$ cat config.mk
export PLATFORM = sky130hd
export DESIGN_NAME = led_pwm_ctrl
export DESIGN_NICKNAME = d
export VERILOG_FILES = /design/src/rtl/led_pwm_ctrl.sv
export SDC_FILE = /design/constraint.sdc
export NUM_CORES = 1
export LEC_CHECK = 0
export CORE_UTILIZATION = 45
export DETAILED_ROUTE_END_ITERATION = 10
export PLACE_DENSITY = 0.65
export SYNTH_ARGS = -nofsm -noshare
export SYNTH_HDL_FRONTEND = slang
export SYNTH_SLANG_ARGS = --single-unit
$ cat constraint.sdc
create_clock -name clk -period 6.3 [get_ports clk]
set_input_delay 1.26 -clock clk [delete_from_list [all_inputs] [get_ports clk]]
set_output_delay 1.26 -clock clk [all_outputs]
set_load 0.02 [all_outputs]
$ cat src/rtl/led_pwm_ctrl.sv
// Multi-channel LED driver: OFF/ON/BLINK/PWM with double-buffered config.
// Define LED_ACTIVE_LOW_EN to invert the led port for active-low boards.
module led_pwm_ctrl #(
   parameter int NUM_CH = 4,
   parameter int CNT_W  = 32
) (
   input  logic                    clk,
   input  logic                    rst_n,
   input  logic [NUM_CH-1:0]       enable,
   input  logic [2*NUM_CH-1:0]     cfg_mode,
   input  logic [CNT_W*NUM_CH-1:0] cfg_period,
   input  logic [CNT_W*NUM_CH-1:0] cfg_duty,
   input  logic [NUM_CH-1:0]       cfg_load,
   output logic [NUM_CH-1:0]       led,
   output logic [NUM_CH-1:0]       wrap_tick,
   output logic [NUM_CH-1:0]       cfg_pending
);

   localparam logic [1:0] M_OFF   = 2'd0;
   localparam logic [1:0] M_ON    = 2'd1;
   localparam logic [1:0] M_BLINK = 2'd2;
   localparam logic [1:0] M_PWM   = 2'd3;

`ifdef LED_ACTIVE_LOW_EN
   localparam logic POL = 1'b1;
`else
   localparam logic POL = 1'b0;
`endif

   logic [CNT_W-1:0]  r_cnt     [NUM_CH];
   logic [1:0]        r_mode    [NUM_CH];
   logic [CNT_W-1:0]  r_per     [NUM_CH];
   logic [CNT_W-1:0]  r_duty    [NUM_CH];
   logic [1:0]        r_sh_mode [NUM_CH];
   logic [CNT_W-1:0]  r_sh_per  [NUM_CH];
   logic [CNT_W-1:0]  r_sh_duty [NUM_CH];
   logic [NUM_CH-1:0] r_pend;
   logic [NUM_CH-1:0] r_led;
   logic [NUM_CH-1:0] r_wrap;

   logic [NUM_CH-1:0] w_run;
   logic [NUM_CH-1:0] w_wrap;
   logic [NUM_CH-1:0] w_apply;
   logic [NUM_CH-1:0] w_pend_nx;
   logic [NUM_CH-1:0] w_led_nx;
   logic [CNT_W-1:0]  w_last    [NUM_CH];
   logic [CNT_W-1:0]  w_cnt_nx  [NUM_CH];
   logic [1:0]        w_nmode   [NUM_CH];
   logic [CNT_W-1:0]  w_nper    [NUM_CH];
   logic [CNT_W-1:0]  w_nduty   [NUM_CH];
   logic [1:0]        w_emode   [NUM_CH];
   logic [CNT_W-1:0]  w_eduty   [NUM_CH];

   assign led         = r_led;
   assign wrap_tick   = r_wrap;
   assign cfg_pending = r_pend;

   // Per-channel counter, wrap, config-apply and next LED level (active-high)
   always_comb begin
      w_run     = '0;
      w_wrap    = '0;
      w_apply   = '0;
      w_pend_nx = '0;
      w_led_nx  = '0;
      for (int i = 0; i < NUM_CH; i++) begin
         w_run[i]   = enable[i] & r_mode[i][1];
         // Pe-1 with Pe = max(P,1); period 0 behaves as period 1
         w_last[i]  = (r_per[i] == '0) ? '0 : r_per[i] - 1'b1;
         w_wrap[i]  = w_run[i] & (r_cnt[i] == w_last[i]);
         w_apply[i] = (cfg_load[i] | r_pend[i]) & (~w_run[i] | w_wrap[i]);
         w_pend_nx[i] = (cfg_load[i] | r_pend[i]) & ~w_apply[i];
         // A load on the apply edge bypasses the shadow copy
         w_nmode[i] = cfg_load[i] ? cfg_mode[2*i +: 2]
                                  : r_sh_mode[i];
         w_nper[i]  = cfg_load[i] ? cfg_period[CNT_W*i +: CNT_W]
                                  : r_sh_per[i];
         w_nduty[i] = cfg_load[i] ? cfg_duty[CNT_W*i +: CNT_W]
                                  : r_sh_duty[i];
         w_emode[i] = w_apply[i] ? w_nmode[i] : r_mode[i];
         w_eduty[i] = w_apply[i] ? w_nduty[i] : r_duty[i];
         w_cnt_nx[i] = (~w_run[i] | w_wrap[i]) ? '0
                                               : r_cnt[i] + 1'b1;
         unique case (w_emode[i])
            M_OFF:   w_led_nx[i] = 1'b0;
            M_ON:    w_led_nx[i] = 1'b1;
            M_BLINK: w_led_nx[i] = w_run[i] &
                                   ((r_led[i] ^ POL) ^ w_wrap[i]);
            M_PWM:   w_led_nx[i] = w_run[i] &
                                   (r_cnt[i] < w_eduty[i]);
            default: w_led_nx[i] = 1'b0;
         endcase
      end
   end

   // Active/shadow config, counters and registered outputs
   always_ff @(posedge clk or negedge rst_n) begin
      if (!rst_n) begin
         for (int i = 0; i < NUM_CH; i++) begin
            r_cnt[i]     <= '0;
            r_mode[i]    <= M_OFF;
            r_per[i]     <= '0;
            r_duty[i]    <= '0;
            r_sh_mode[i] <= M_OFF;
            r_sh_per[i]  <= '0;
            r_sh_duty[i] <= '0;
         end
         r_pend <= '0;
         r_led  <= {NUM_CH{POL}};
         r_wrap <= '0;
      end else begin
         for (int i = 0; i < NUM_CH; i++) begin
            r_cnt[i] <= w_cnt_nx[i];
            if (w_apply[i]) begin
               r_mode[i] <= w_nmode[i];
               r_per[i]  <= w_nper[i];
               r_duty[i] <= w_nduty[i];
            end
            if (cfg_load[i]) begin
               r_sh_mode[i] <= cfg_mode[2*i +: 2];
               r_sh_per[i]  <= cfg_period[CNT_W*i +: CNT_W];
               r_sh_duty[i] <= cfg_duty[CNT_W*i +: CNT_W];
            end
         end
         r_pend <= w_pend_nx;
         r_led  <= w_led_nx ^ {NUM_CH{POL}};
         r_wrap <= w_wrap;
      end
   end

endmodule

==> results.py <==
metrics = {
    "synthesis": {
        "ys_seq_area_share_pct": 47.0,
        "ys.warnings.count": 0,
        "syn_nets": 3732,
        "synth_enable_flop_cells": 0,
        "synth_seq_cells": 668,
        "synth_top_area_share_pct": 47.0,
        "async_reset_ff_share_pct": 100,
        "synth_cells": 3326,
        "netlist_area_sq_mm": 0.0356,
        "yosys-top-cells-area": "dfrtp_1 (47%), mux2_2 (10%), ha_1 (4.6%)",
        "avgSynthCellArea_sq_um": 10.7,
        "synth_area_leader_cell": "dfrtp_1",
        "synth_flop_cell": "dfrtp_1",
        "yosysUniqueCellTypes": 89,
    },
    "power_and_ir_drop": {
        "vdd_ir_drop_max_v": 0.000190,
        "power.density_mw_per_mm2": 293,
        "power.total_mw": 12.7,
        "p_leak_nw": 19.1,
    },
    "clocking": {
        "clk_root_buffer_cell": "clkbuf_16",
        "clock_latency_ps": 610,
        "clock-sinks": 668,
        "clk_pin_slew_worst_paths_ps": 60,
        "cts_max_level": 3,
        "cts_tree": "done",
        "numCtsBuffers": 75,
        "clockBufferDepth": 3,
    },
    "timing": {
        "rsz0062_at_grt": "true",
        "post-route-min-period_ps": 6270,
        "min_period_over_period_pct": 99.5,
        "max_slew_margin_pct": 46.3,
        "whs_ps": 477,
        "clock_skew_ps": 23.9,
        "worstMarginPinSlew_ps": 806,
        "fmax_ghz": 0.160,
        "drv_slew": 0,
        "hold_viol": 0,
        "setup_violations": 0,
    },
    "grt": {
        "grt_max_degree": 139,
        "grt_use_met3_pct": 3.23,
        "grt_pass1_wl_mm": 149,
        "globalRouteOverflowTotal": 0,
        "antenna_found_initial": 7,
        "grt.total_usage_pct": 23.2,
        "top_usage_layer": "met2",
        "met1_usage_pct": 32.3,
        "grtUsageMet2_pct": 37.5,
        "grt_pass1_vias": 26500,
    },
    "worst_hold_path": {
        "hold_end": "r_sh_duty[74]",
        "hold_depth": 2,
        "hp-start": "r_sh_duty[74]",
        "hold_path.class": "reg2reg",
    },
    "drt": {
        "ant_nets": 0,
        "drcViolationCount": 0,
        "vias": 26500,
        "first_iter_violations": 1710,
        "first_pass_iters": 5,
        "wirelength_mm": 93.1,
        "wire_per_inst_microns": 19.4,
        "detail_route.vias_per_cell": 5.51,
    },
    "cells_and_area": {
        "area_growth_pct": 22.1,
        "final_cell_mix": "dfrtp_1 (667), mux2_2 (329), nor2_1 (310)",
        "nets": 4118,
        "final_common_cell": "dfrtp_1",
        "drive_above_1_share_pct": 19.0,
    },
    "critical_path": {
        "r2r_end": "led[2]",
        "start_kind": "register",
        "crit_path_end_kind": "register",
        "slowest_delay_ps": 600,
        "crit_arrival_ps": 6800,
        "rrSetupSlack_ps": 30,
        "r2r-start": "r_per[38]",
        "cp_max_fo": 8,
        "worstRegToRegCells": 26,
        "required_ps": 6830,
        "path_class": "reg2reg",
        "crit_slowest_cell": "or4_4",
    },
    "placed_design": {
        "dp_hpwl_mm": 69.5,
        "place.gp.congestion": 0.922,
        "port_buffers": 285,
    },
    "flow_run": {
        "cap_violations": 0,
    },
    "die": {
        "row_count": 102,
        "io_pins": 286,
        "dieArea_sq_mm": 0.0802,
        "fp.dieH_microns": 283,
        "start_util_pct": 45.7,
        "coreArea_sq_mm": 0.0778,
        "die_w_microns": 283,
    },
    "run_status": {
        "status": "finished clean",
    },
}
## power breakdown
part	switching (mW)	internal [mW]
logic	1.48	1.39
registers	0.403	4.89
clock network	1.76	2.80
## timing repair
item | 4_1_cts | 5_1_grt
setup buffers | 2 | 11
gates resized for setup | 10 | 40
hold buffers | 0 | 0
pin swaps | 2 | 12
endpoints found under the setup margin | 2 | 4
cloned | 0 | 1
## critical path, delay by kind of cell, from the launching register on
kind,cells,cell delay [ps]
and+or+nand+nor,9,3120
AOI/OAI and AO/OA,11,1680
buffers and inverters,4,670
DFF,1,380
adders and majority gates,1,170
muxes,1,150
## cells in the mapped netlist (all sizes together), types with 31 or more instances
library cell,number
a21o,70
a21oi,85
and3,32
buf,41
clkbuf,124
dfrtp,668
ha,132
inv,208
mux2,360
mux2i,132
nand2,110
nand3,84
nand4,73
nor2,312
nor2b,31
nor3,87
nor4,78
o21ai,68
or3,41
or4,43
xnor2,135
xor2,95
## per-stage QoR
step / TNS, ps / instances / area, sq um / utilization, % / setup slack [ps]
6_report: 0 / 4809 / 43500 / 55.8 / 33.5
2_1_floorplan: -32.0 / 3326 / 35600 / - / -32.0
4_1_cts: -10.2 / 4795 / 43100 / 55.4 / -10.2
3_3_place_gp: -61.5 / 4661 / 40500 / 52.0 / -61.5
3_5_place_dp: -270 / 4661 / 40500 / 52.0 / -140
5_1_grt: -367 / 4808 / 43500 / 55.8 / -183
## metal layers
layer | up-vias | routed length [microns] | share of wire, %
met5 | - | 9 | 0.0097
met4 | 2 | 2360 | 2.5
met3 | 152 | 4350 | 4.7
met2 | 616 | 43700 | 47
met1 | 13000 | 42700 | 46
li1 | 12700 | - | -
## state kept, by name, summed over array words and instances, names as in the netlist
name / flops
r_mode: 8
r_per: 128
r_sh_per: 128
cfg_pending: 4
led: 4
wrap_tick: 4
r_cnt: 128
r_sh_mode: 8
r_sh_duty: 128
r_duty: 128
## cells by family after synthesis
kind of cell | share of synthesized area, %
AO/OA/AOI/OAI | 8.23
AND/OR/NAND/NOR | 14.8
XOR/XNOR | 6.18
multiplexers | 15.2
buffers and inverters | 4.03
flip-flops | 47.0
adder cells (fa/ha/maj) | 4.64
## layout make-up
class / count / area (sq um)
Multi-Input combinational cell: 2285 / 17700
Sequential cell: 668 / 16700
Inverter: 208 / 781
Clock inverter: 29 / 418
Fill cell: 6764 / 34400
Antenna cell: 2 / 5.00
Timing Repair Buffer: 474 / 4380
Tap cell: 1040 / 1300
Clock buffer: 103 / 2150
## worst max-delay path by stage
| stage | startpoint | to | slack [ps] | cells past startpoint |
|---|---|---|---|---|
| floorplan | r_per[35] | led[2] | -30 | 27 |
| global placement | r_per[35] | led[2] | -60 | 23 |
| detailed placement | r_per[35] | led[2] | -140 | 23 |
| CTS | r_per[40] | led[2] | -10 | 24 |
| global route | r_per[38] | led[2] | -180 | 26 |
| finish | r_per[38] | led[2] | 30 | 26 |
No activity file was read; power rests on OpenSTA's default activity.
